**config.mk**
```make
export PLATFORM = sky130hd
export DESIGN_NAME = ram_cmd_arbiter
export DESIGN_NICKNAME = d
export VERILOG_FILES = /design/src/rtl/ram_ctrl_pkg.sv /design/src/rtl/rr_arbiter_2.sv /design/src/rtl/ram_cmd_arbiter.sv
export SDC_FILE = /design/constraint.sdc
export NUM_CORES = 1
export LEC_CHECK = 0
export CELL_PAD_IN_SITES_DETAIL_PLACEMENT = 1
export CELL_PAD_IN_SITES_GLOBAL_PLACEMENT = 1
export CORE_MARGIN = 2
export CORE_UTILIZATION = 32
export CTS_BUF_LIST = sky130_fd_sc_hd__clkbuf_4
export DETAILED_ROUTE_END_ITERATION = 8
export PLACE_DENSITY = 0.95
export SYNTH_ARGS = -nofsm -noshare
export SYNTH_HDL_FRONTEND = slang
export SYNTH_SLANG_ARGS = --single-unit
export TNS_END_PERCENT = 5
```
**constraint.sdc**
```tcl
create_clock -name clk -period 4 [get_ports clk]
set_input_delay 0.8 -clock clk [delete_from_list [all_inputs] [get_ports clk]]
set_output_delay 0.8 -clock clk [all_outputs]
set_load 0.005 [all_outputs]
```
**src/rtl/ram_ctrl_pkg.sv**
```systemverilog
// ram_ctrl_pkg: RAM command opcodes and arbiter FSM state encoding
package ram_ctrl_pkg;
  localparam logic [1:0] OP_WR_ADDR = 2'b00;
  localparam logic [1:0] OP_WR_DATA = 2'b01;
  localparam logic [1:0] OP_RD_ADDR = 2'b10;
  localparam logic [1:0] OP_RD_DATA = 2'b11;
  typedef enum logic [2:0] {IDLE, WR_ADDR, WR_DATA, RD_ADDR, RD_CMD, RD_WAIT, RESP} state_t;
endpackage

```
**src/rtl/rr_arbiter_2.sv**
```systemverilog
// rr_arbiter_2: two-way round-robin grant; pointer holds the last granted requester
module rr_arbiter_2 (
  input  logic       clk,
  input  logic       rst_n,
  input  logic [1:0] req,
  input  logic       advance,
  output logic [1:0] grant
);
  logic last;
  always_comb grant = (&req) ? (last ? 2'b01 : 2'b10) : req;
  // reset to "last = 1" so requester 0 wins the first contention
  always_ff @(posedge clk)
    if (!rst_n) last <= 1'b1;
    else if (advance && |grant) last <= grant[1];
endmodule

```
**src/rtl/ram_cmd_arbiter.sv**
```systemverilog
// ram_cmd_arbiter: shares a single-port command RAM between two requesters.
// ADDR_CACHE_EN skips the address command when it repeats the last one issued.
module ram_cmd_arbiter
  import ram_ctrl_pkg::*;
#(
  parameter int ADDR_SIZE  = 8,
  parameter int WORD_SIZE  = 8,
  parameter int INPUT_SIZE = 10
) (
  input  logic                   clk,
  input  logic                   rst_n,
  input  logic [1:0]             req_valid,
  input  logic [1:0]             req_we,
  input  logic [2*ADDR_SIZE-1:0] req_addr,
  input  logic [2*WORD_SIZE-1:0] req_wdata,
  output logic [1:0]             req_ready,
  output logic [1:0]             rsp_valid,
  output logic [WORD_SIZE-1:0]   rsp_rdata,
  output logic                   rsp_err,
  output logic [INPUT_SIZE-1:0]  ram_din,
  output logic                   ram_rx_valid,
  input  logic [WORD_SIZE-1:0]   ram_dout,
  input  logic                   ram_tx_valid
);
  state_t state;
  logic owner, g, g_we, accept, wr_hit, rd_hit;
  logic [1:0] grant;
  logic [ADDR_SIZE-1:0] g_addr;
  logic [WORD_SIZE-1:0] g_wdata, wdata;
  assign accept = state == IDLE && |req_valid;
  assign req_ready = state == IDLE ? grant : 2'b00;
  assign g = grant[1];
  assign g_we = req_we[g];
  assign g_addr = g ? req_addr[2*ADDR_SIZE-1:ADDR_SIZE] : req_addr[ADDR_SIZE-1:0];
  assign g_wdata = g ? req_wdata[2*WORD_SIZE-1:WORD_SIZE] : req_wdata[WORD_SIZE-1:0];
  rr_arbiter_2 u_rr (.clk(clk), .rst_n(rst_n), .req(req_valid), .advance(accept), .grant(grant));
`ifdef ADDR_CACHE_EN
  logic [ADDR_SIZE-1:0] last_wr_addr, last_rd_addr;
  logic last_wr_ok, last_rd_ok;
  assign wr_hit = last_wr_ok && last_wr_addr == g_addr;
  assign rd_hit = last_rd_ok && last_rd_addr == g_addr;
  // a miss always issues the address command, so the entry is refreshed at accept
  always_ff @(posedge clk)
    if (!rst_n) begin
      last_wr_addr <= '0;
      last_rd_addr <= '0;
      last_wr_ok <= 1'b0;
      last_rd_ok <= 1'b0;
    end else if (accept && g_we && !wr_hit) begin
      last_wr_addr <= g_addr;
      last_wr_ok <= 1'b1;
    end else if (accept && !g_we && !rd_hit) begin
      last_rd_addr <= g_addr;
      last_rd_ok <= 1'b1;
    end
`else
  assign wr_hit = 1'b0;
  assign rd_hit = 1'b0;
`endif
  // outputs are loaded on entry to each state so they reflect the state they are seen in
  always_ff @(posedge clk) begin
    if (!rst_n) begin
      state <= IDLE;
      owner <= 1'b0;
      wdata <= '0;
      ram_din <= '0;
      ram_rx_valid <= 1'b0;
      rsp_valid <= 2'b00;
      rsp_rdata <= '0;
      rsp_err <= 1'b0;
    end else begin
      ram_rx_valid <= 1'b0;
      ram_din <= '0;
      rsp_valid <= 2'b00;
      rsp_rdata <= '0;
      rsp_err <= 1'b0;
      case (state)
        IDLE: if (accept) begin
          owner <= g;
          wdata <= g_wdata;
          ram_rx_valid <= 1'b1;
          state <= g_we ? (wr_hit ? WR_DATA : WR_ADDR) : (rd_hit ? RD_CMD : RD_ADDR);
          ram_din <= g_we ? (wr_hit ? {OP_WR_DATA, g_wdata} : {OP_WR_ADDR, WORD_SIZE'(g_addr)})
                          : (rd_hit ? {OP_RD_DATA, {WORD_SIZE{1'b0}}} : {OP_RD_ADDR, WORD_SIZE'(g_addr)});
        end
        WR_ADDR: begin
          ram_rx_valid <= 1'b1;
          ram_din <= {OP_WR_DATA, wdata};
          state <= WR_DATA;
        end
        WR_DATA: begin
          rsp_valid <= owner ? 2'b10 : 2'b01;
          state <= RESP;
        end
        RD_ADDR: begin
          ram_rx_valid <= 1'b1;
          ram_din <= {OP_RD_DATA, {WORD_SIZE{1'b0}}};
          state <= RD_CMD;
        end
        RD_CMD: state <= RD_WAIT;
        RD_WAIT: begin
          rsp_valid <= owner ? 2'b10 : 2'b01;
          rsp_rdata <= ram_dout;
          rsp_err <= ~ram_tx_valid;
          state <= RESP;
        end
        default: state <= IDLE;
      endcase
    end
  end
endmodule

```
==> results of run 1 <==
[area by class of cell]
type	count	area, sq um	share of cell area, %
clock buffers	5	37.5	1.74
flip-flops and latches	35	701	32.4
repair buffers	71	708	32.7
multi-input cells	84	622	28.7
clock inverters	3	15.0	0.694
inverters	4	15.0	0.694
well taps	52	65.1	3.01
[critical path, stage by stage]
cell,delay (ns)
clkdlybuf4s50_1,0.54
a21bo_2,0.40
nor2_1,0.22
clkdlybuf4s50_1,0.56
[per-stage QoR]
step / hold WS (ns) / util (%) / setup slack, ns / cell area, sq um / instances
2_1_floorplan: 0.414 / - / 1.77 / 1420 / 135
3_3_place_gp: 0.430 / 48.8 / 0.749 / 2110 / 246
3_5_place_dp: 0.438 / 48.8 / 0.667 / 2110 / 246
4_1_cts: 0.459 / 50.0 / 0.670 / 2160 / 254
5_1_grt: 0.483 / 50.0 / 0.583 / 2160 / 254
6_report: 0.452 / 50.0 / 0.675 / 2160 / 254
[logic make-up after synthesis]
| kind of cell | count (synthesis) | synth area share [%] |
|---|---|---|
| and+or+nand+nor | 40 | 16.5 |
| xor gates and xnor gates | 1 | 0.617 |
| buffers and inverters | 16 | 6.87 |
| AOI/OAI and AO/OA | 35 | 21.1 |
| DFF | 35 | 49.3 |
| muxes | 8 | 5.64 |
[Yosys cell counts, drive strengths merged (2+ instances only)]
cell,instances,area [sq um]
o21ai,10,53.8
and2,8,50.1
buf,8,66.3
o221a,8,90.1
o21a,3,22.5
inv,4,15.0
nor2,9,50.1
nor3b,2,15.0
nand2,11,41.3
dfxtp,35,701
mux2i,8,80.1
clkbuf,4,16.3
nor2b,3,18.8
o32a,9,90.1
[cell usage in the layout, fill, tap and decap left out]
cell type,Yosys,routed
inv_1,4,4
clkbuf_4,0,5
or3_4,1,1
nand2_1,11,11
nor3b_1,2,2
dfxtp_1,35,35
mux2i_1,8,8
nor3_2,1,1
nor2_1,8,8
buf_4,1,1
o311ai_1,1,1
nor2_8,1,1
o221a_1,8,8
nand2b_1,1,1
o21ai_2,1,1
o21ai_0,9,9
and2_1,8,8
a21oi_1,1,1
o311a_1,1,1
nand3b_1,1,1
nor2b_1,3,3
xnor2_1,1,1
o21a_1,3,3
clkdlybuf4s50_1,0,70
nor4bb_1,1,1
nand3_1,1,1
o32ai_1,1,1
o32a_1,9,9
a21bo_2,1,1
clkinv_2,0,3
and3b_1,1,1
[registers in the layout, summed over array words and instances (netlist names)]
name,flops
ram_din,10
rsp_rdata,8
wdata,8
state,3
rsp_valid,2
owner,1
ram_rx_valid,1
rsp_err,1
u_rr.last,1
[final timing paths]
kind / from / end
min: owner / rsp_valid[0]
max: req_valid[1] / req_ready[1]
max reg2reg: state[0] / rsp_rdata[1]
min reg2reg: owner / rsp_valid[0]
[power breakdown]
group          switching, mW  internal, mW
combinational          0.104         0.146
clock                  0.122        0.0654
sequential            0.0352         0.398
total                  0.262         0.609
[metal layers]
metal	track usage [%]	vias to the layer above	wire length (um)
met2	27.5	55	1830
li1	-	618	-
met4	7.34	0	97
met1	19.3	606	1630
met3	6.13	8	338
met5	0	-	0
==> results_dict.tcl, run 1 <==
set metrics [dict create \
    synth-edff-count 0 \
    clock_skew_ns 0.00768 \
    tns_ns 0 \
    first_iter_violations 44 \
    htreeDepth 2 \
    cts_resized 0 \
    cts_tree "built" \
    vias_per_cell 5.07 \
    period_share_pct 83.1 \
    rr_worst_depth 3 \
    ys_types 33 \
    tightest_slew_ns 0.758 \
    synth_area_sq_um 1420 \
    grt_max_degree 19 \
    drtPass1Iterations 4 \
    ys_async_sr_fraction_pct 0 \
    finalMaxSlewViolations 0 \
    fillers 508 \
    post-route-min-period_ns 3.33 \
    criticalPathCategory "primary input to output pin" \
    root_buffer "clkbuf_4" \
    ys_warn_count 0 \
    syn_to_final_growth_pct 52.3 \
    synth_area_per_cell_sq_um 10.5 \
    grt_pass1_wl_um 6440 \
    clockBufferDepth 2 \
    drtAntennaViolNets 0 \
    grtUsageTotal_pct 16.6 \
    fp.dieW_um 70.6 \
    status "finished clean" \
    rrSetupSlack_ns 2.45 \
    antenna_cells 0 \
    nets 248 \
    rsz0062_at_grt "no" \
    die-area_sq_um 4990 \
    ir_drop_mv 0.185 \
    max_freq_ghz 0.301 \
    io_pins 71 \
    hold_path_depth 1 \
    hpwl_um 2910 \
    synth_nets 182 \
    hold_viol 0 \
    cp_max_fo 18 \
    clkSinkCount 35 \
    p_leak_nw 0.832 \
    post_cts_buffers 0 \
    endpoint_kind "output pin" \
    ys_seq_elements 35 \
    routed_wl_um 3900 \
    clk_pin_slew_ns 0.10 \
    clk-insertion-delay-late_ns 0.34 \
    vias 1287 \
    io_buffers 70 \
    globalRouteOverflowTotal 0 \
    post_route_cells_drive_above_1_share_pct 6.93 \
    core_area_sq_um 4320 \
    grt_pass1_vias 1383 \
    cts_buffers 5 \
    antenna_found_initial 0 \
    avgRoutedWirePerCell_um 15.3 \
    holdBufCountCts 0 \
    rows 24 \
    drc 0 \
    relSlewSlack_pct 49.4 \
    place_congestion 0.748 \
    critPathLaunchType "primary input" \
    power_uw 871 \
    hold_class "register to register" \
    die_y_um 70.6 \
    required_ns 3.20 \
    synth-seq-area-share_pct 49.3 \
    arrival_ns 2.53 \
    finalSetupViolCount 0 \
    initial_core_util_pct 32.8 \
    syn_inst 135 \
    ys.flop_type "dfxtp_1" \
    p_per_area_nw_per_um2 402 \
    drv_cap 0 \
]
Note: power is estimated with default switching activity, not from simulation.
==> run 2: changes to the inputs <==
--- a/config.mk
+++ b/config.mk
@@ -8,10 +8,10 @@
 export CELL_PAD_IN_SITES_DETAIL_PLACEMENT = 1
 export CELL_PAD_IN_SITES_GLOBAL_PLACEMENT = 1
 export CORE_MARGIN = 2
-export CORE_UTILIZATION = 32
+export CORE_UTILIZATION = 27
 export CTS_BUF_LIST = sky130_fd_sc_hd__clkbuf_4
 export DETAILED_ROUTE_END_ITERATION = 8
-export PLACE_DENSITY = 0.95
+export PLACE_DENSITY = 0.88
 export SYNTH_ARGS = -nofsm -noshare
 export SYNTH_HDL_FRONTEND = slang
 export SYNTH_SLANG_ARGS = --single-unit
==> constraint.sdc (replaced) <==
create_clock -name clk -period 2.8 [get_ports clk]
set_input_delay 0.56 -clock clk [delete_from_list [all_inputs] [get_ports clk]]
set_output_delay 0.56 -clock clk [all_outputs]
set_load 0.005 [all_outputs]
==> run 2 against run 1 <==
  * Register-to-register slack got worse by 1.0 ns
  * Largest cell class unchanged
  * Sequential power rose by 42%
  * Worst hold slack improved by 0.0011 ns
  * Total power rose by 45%
  * Flip-flop and latch count did not move
  * Die area rose by 17%
  * First-iteration DRC count fell by 16%
  * Clock power rose by 48%
  * Global-route usage fell by 1.8 points
  * Core utilization fell by 6.3 points
  * Design area rose by 3.4%
==> results_dict.tcl, run 2 (synthesis results as in run 1) <==
set metrics [dict create \
    status "finished clean" \
    die_y_um 76.5 \
    grt_max_degree 18 \
    clockBufferDepth 2 \
    antenna_found_initial 0 \
    cts_buffers 5 \
    met1_length_um 1700 \
    post_route_cells_drive_above_1_share_pct 9.62 \
    numPlacedInstances 270 \
    final_core_util_pct 43.8 \
    hold_class "register to register" \
    tightest_slew_ns 0.356 \
    core_area_sq_um 5110 \
    hp-start "owner" \
    slowest_delay_ns 0.54 \
    io_buffers 70 \
    criticalPathCategory "primary input to output pin" \
    antenna_cells 0 \
    drtAntennaViolNets 0 \
    drtPass1Iterations 4 \
    clock_skew_ns 0.00384 \
    period_share_pct 92.3 \
    io_pins 71 \
    ir_drop_mv 0.241 \
    rr_worst_depth 3 \
    max_freq_ghz 0.387 \
    routed_wl_um 4100 \
    initial_core_util_pct 27.8 \
    fp.dieW_um 76.5 \
    reg2reg_from "state[0]" \
    path_common_cell "clkdlybuf4s50_1" \
    wl_met3_um 203 \
    finalMaxSlewViolations 0 \
    die-area_sq_um 5860 \
    clkSinkCount 35 \
    nets 254 \
    holdBufCountCts 0 \
    p_per_area_nw_per_um2 564 \
    grt_pass1_vias 1299 \
    grtUsageTotal_pct 14.8 \
    final_common_cell "clkdlybuf4s50_1" \
    critPathLaunchType "primary input" \
    hold-path-endpoint "rsp_valid[0]" \
    cts_tree "built" \
    cp_cell_sequence "clkdlybuf4s50_1, a21bo_2, nor2_1, clkdlybuf4s50_1" \
    avgRoutedWirePerCell_um 14.8 \
    preCtsSetupSlack_ns 0.208 \
    cts_resized 0 \
    largest_reg_flops 10 \
    post_cts_buffers 0 \
    grt_pass1_wl_um 6740 \
    finalSetupViolCount 0 \
    hold_viol 0 \
    place_congestion 0.739 \
    drc 0 \
    tns_ns 0 \
    top_layer "met4" \
    cp_top_family "buffers and inverters" \
    syn_to_final_growth_pct 57.4 \
    htreeDepth 2 \
    first_iter_violations 37 \
    largest-register "ram_din" \
    arrival_ns 2.02 \
    required_ns 2.24 \
    clk_pin_slew_ns 0.10 \
    vias 1282 \
    endpoint_kind "output pin" \
    root_buffer "clkbuf_4" \
    wl_met2_um 2160 \
    cp_max_fo 5 \
    most-common-layout-cells "clkdlybuf4s50_1, dfxtp_1, nand2_1" \
    rrSetupSlack_ns 1.41 \
    layout.cells.non_filler 278 \
    hold_path_depth 1 \
    crit_buf_inv 2 \
    p_leak_nw 0.864 \
    top_regs "ram_din (10), rsp_rdata (8), wdata (8)" \
    hpwl_um 3140 \
    post-route-min-period_ns 2.58 \
    crit_slowest_cell "clkdlybuf4s50_1" \
    clk-insertion-delay-late_ns 0.32 \
    vias_per_cell 4.61 \
    relSlewSlack_pct 76.2 \
    globalRouteOverflowTotal 0 \
    setup_ws_ns 0.215 \
    rows 26 \
    rsz0062_at_grt "no" \
    drv_cap 0 \
    r2r_end "owner" \
]
run 2: layer usage:
layer	GRT usage, %	vias up
met4	3.82	0
met3	4.62	4
li1	-	631
met1	17.4	606
met5	0	-
met2	25.9	41
run 2: layout make-up:
type	instances	area, sq um
fill	604	2870
sequential	35	701
clock inverter	1	5.00
timing repair buffer	77	753
inverter	4	15.0
clock buffer	7	52.6
tap	70	87.6
multi-input combinational	84	622
run 2: worst max-delay path by stage:
stage,start,depth (start not counted),end
2_1_floorplan,state[1],5,req_ready[0]
3_3_place_gp,req_valid[1],4,req_ready[1]
3_5_place_dp,req_valid[1],4,req_ready[1]
4_1_cts,req_valid[1],4,req_ready[1]
5_1_grt,state[0],3,req_ready[0]
6_report,req_valid[1],4,req_ready[1]
run 2: stage by stage:
| step | cell area [sq um] | hold WS (ns) | power, mW |
|---|---|---|---|
| 6_report | 2240 | 0.453 | 1.26 |
| 5_1_grt | 2240 | 0.486 | 1.35 |
| 4_1_cts | 2240 | 0.457 | 1.28 |
| 3_5_place_dp | 2180 | 0.441 | 1.00 |
| 3_3_place_gp | 2180 | 0.432 | 0.987 |
| 2_1_floorplan | 1420 | 0.414 | 0.845 |
run 2: power by group:
| part | leakage [nW] | internal [mW] | switching (mW) |
|---|---|---|---|
| Clock | 0.0361 | 0.117 | 0.162 |
| Sequential | 0.287 | 0.568 | 0.0486 |
| Combinational | 0.541 | 0.216 | 0.150 |
==> run 3: changes to the inputs <==
--- a/config.mk
+++ b/config.mk
@@ -8,10 +8,11 @@
 export CELL_PAD_IN_SITES_DETAIL_PLACEMENT = 1
 export CELL_PAD_IN_SITES_GLOBAL_PLACEMENT = 1
 export CORE_MARGIN = 2
-export CORE_UTILIZATION = 27
+export CORE_UTILIZATION = 32
 export CTS_BUF_LIST = sky130_fd_sc_hd__clkbuf_4
 export DETAILED_ROUTE_END_ITERATION = 8
-export PLACE_DENSITY = 0.88
+export PLACE_DENSITY = 0.95
+export RECOVER_POWER = 100
 export SYNTH_ARGS = -nofsm -noshare
 export SYNTH_HDL_FRONTEND = slang
 export SYNTH_SLANG_ARGS = --single-unit
==> constraint.sdc (replaced) <==
create_clock -name clk -period 3.09 [get_ports clk]
set_input_delay 0.618 -clock clk [delete_from_list [all_inputs] [get_ports clk]]
set_output_delay 0.618 -clock clk [all_outputs]
set_load 0.005 [all_outputs]
==> run 3 against run 2 <==
  * Register-to-register slack improved by 0.05 ns
  * Largest cell class unchanged
  * Clock skew is 0.0051 ns higher
  * Clock-buffer cell count decreased by 1
==> results_dict.tcl, run 3 (synthesis results as in run 1) <==
set metrics [dict create \
    status "finished clean" \
    drtAntennaViolNets 0 \
    period_share_pct 95.2 \
    avgRoutedWirePerCell_um 15.7 \
    crit_start "req_valid[1]" \
    clock_skew_ns 0.00890 \
    post_cts_buffers 0 \
    p_per_area_nw_per_um2 510 \
    reg2reg_from "state[0]" \
    crit_cells 4 \
    antenna_cells 0 \
    crit_slowest_cell "nor2b_1" \
    first_iter_violations 69 \
    p_seq_share_pct 50.1 \
    required_ns 2.47 \
    place_congestion 0.728 \
    vias_per_cell 5.09 \
    layout.cells.non_filler 259 \
    syn_to_final_growth_pct 54.4 \
    cts_buffers 5 \
    comb_power_share_pct 28.1 \
    rsz0062_at_grt "no" \
    hold_class "register to register" \
    final_core_util_pct 50.7 \
    endpoint_kind "output pin" \
    arrival_ns 2.32 \
    clockPowerShare_pct 21.7 \
    post_route_cells_drive_above_1_share_pct 7.25 \
    rows 24 \
    clk_pin_slew_ns 0.11 \
    cp_max_fo 10 \
    drv_cap 0 \
    holdBufCountCts 0 \
    cts_resized 0 \
    cp_top_family "buffers and inverters" \
    critPathLaunchType "primary input" \
    io_buffers 70 \
    p_int_uw 789 \
    finalMaxSlewViolations 0 \
    core_area_sq_um 4320 \
    power_mw 1.12 \
    grt_pass1_wl_um 6760 \
    antenna_found_initial 0 \
    globalRouteOverflowTotal 0 \
    grt_max_degree 18 \
    max_freq_ghz 0.340 \
    rrSetupSlack_ns 1.46 \
    die_y_um 70.6 \
    relSlewSlack_pct 43.6 \
    grtUsageTotal_pct 17.5 \
    root_buffer "clkbuf_4" \
    clockBufferDepth 2 \
    largest_reg_flops 10 \
    rr_worst_depth 3 \
    nets 253 \
    cts_tree "built" \
    hp-start "owner" \
    p_switching_uw 328 \
    die-area_sq_um 4990 \
    htreeDepth 2 \
    largest-register "ram_din" \
    finalSetupViolCount 0 \
    final_common_cell "clkdlybuf4s50_1" \
    critPathCapture "req_ready[0]" \
    numPlacedInstances 251 \
    r2r_end "rsp_rdata[0]" \
    drtPass1Iterations 4 \
    ir_drop_mv 0.209 \
    top_regs "ram_din (10), rsp_rdata (8), wdata (8)" \
    path_common_cell "clkdlybuf4s50_1" \
    drc 0 \
    io_pins 71 \
    tightest_slew_ns 0.845 \
    cp_cell_sequence "clkdlybuf4s50_1, nor2b_1, nor3_1, clkdlybuf4s50_1" \
    vias 1318 \
    tns_ns 0 \
    crit_buf_inv 2 \
    fp.dieW_um 70.6 \
    hold_viol 0 \
    initial_core_util_pct 32.8 \
    slowest_delay_ns 0.62 \
    clkSinkCount 35 \
    p_leak_nw 0.912 \
    most-common-layout-cells "clkdlybuf4s50_1, dfxtp_1, dlygate4sd3_1" \
    grt_pass1_vias 1394 \
    clk-insertion-delay-late_ns 0.33 \
    criticalPathCategory "primary input to output pin" \
    routed_wl_um 4070 \
    hpwl_um 3060 \
    post-route-min-period_ns 2.94 \
    swShare_pct 29.3 \
]
==> run 3: changes by cell type in the layout (fill, tap and decap cells not counted), sizes merged <==
cell	before	now
clkdlybuf4s50	70	46
clkinv	1	2
buf	7	5
dlygate4sd3	0	24
==> run 3: worst min path at each step <==
stage	endpoint	slack, ns	cells past startpoint
after floorplan	rsp_valid[0]	0.41	1
after global placement	rsp_valid[0]	0.44	1
after detailed placement	rsp_valid[0]	0.44	1
after CTS	rsp_valid[1]	0.46	2
after global routing	rsp_valid[1]	0.48	2
final	rsp_valid[0]	0.46	1
==> run 3: final cells by class <==
cell class / count / area (sq um)
repair buffers: 76 / 742
multi-input cells: 84 / 617
clock inverters: 2 / 7.51
flip-flops and latches: 35 / 701
well taps: 52 / 65.1
fillers: 501 / 2130
clock buffers: 6 / 45.0
inverters: 4 / 15.0
==> run 3: power groups by stage <==
stage               Sequential, mW  Clock, mW  Combinational, mW
floorplan                    0.550          0              0.215
global placement             0.568          0              0.323
detailed placement           0.572          0              0.332
CTS                          0.562      0.252              0.334
global route                 0.570      0.274              0.346
finish                       0.560      0.243              0.314
==> run 3: routing by layer <==
metal  part of all wire [%]  global-route usage, %  vias to the layer above
met3                    6.7                   6.27                        9
met5                      0                      0                        -
met2                     51                   31.0                       47
met1                     41                   19.3                      634
met4                    1.6                   6.08                        0
li1                       -                      -                      628
==> run 3: stage by stage <==
step	setup slack (ns)	cell area, sq um	hold WS, ns
global route	0.0409	2190	0.481
CTS	0.157	2200	0.463
finish	0.147	2190	0.458
global placement	0.202	2150	0.438
floorplan	1.22	1420	0.414
detailed placement	0.155	2150	0.436
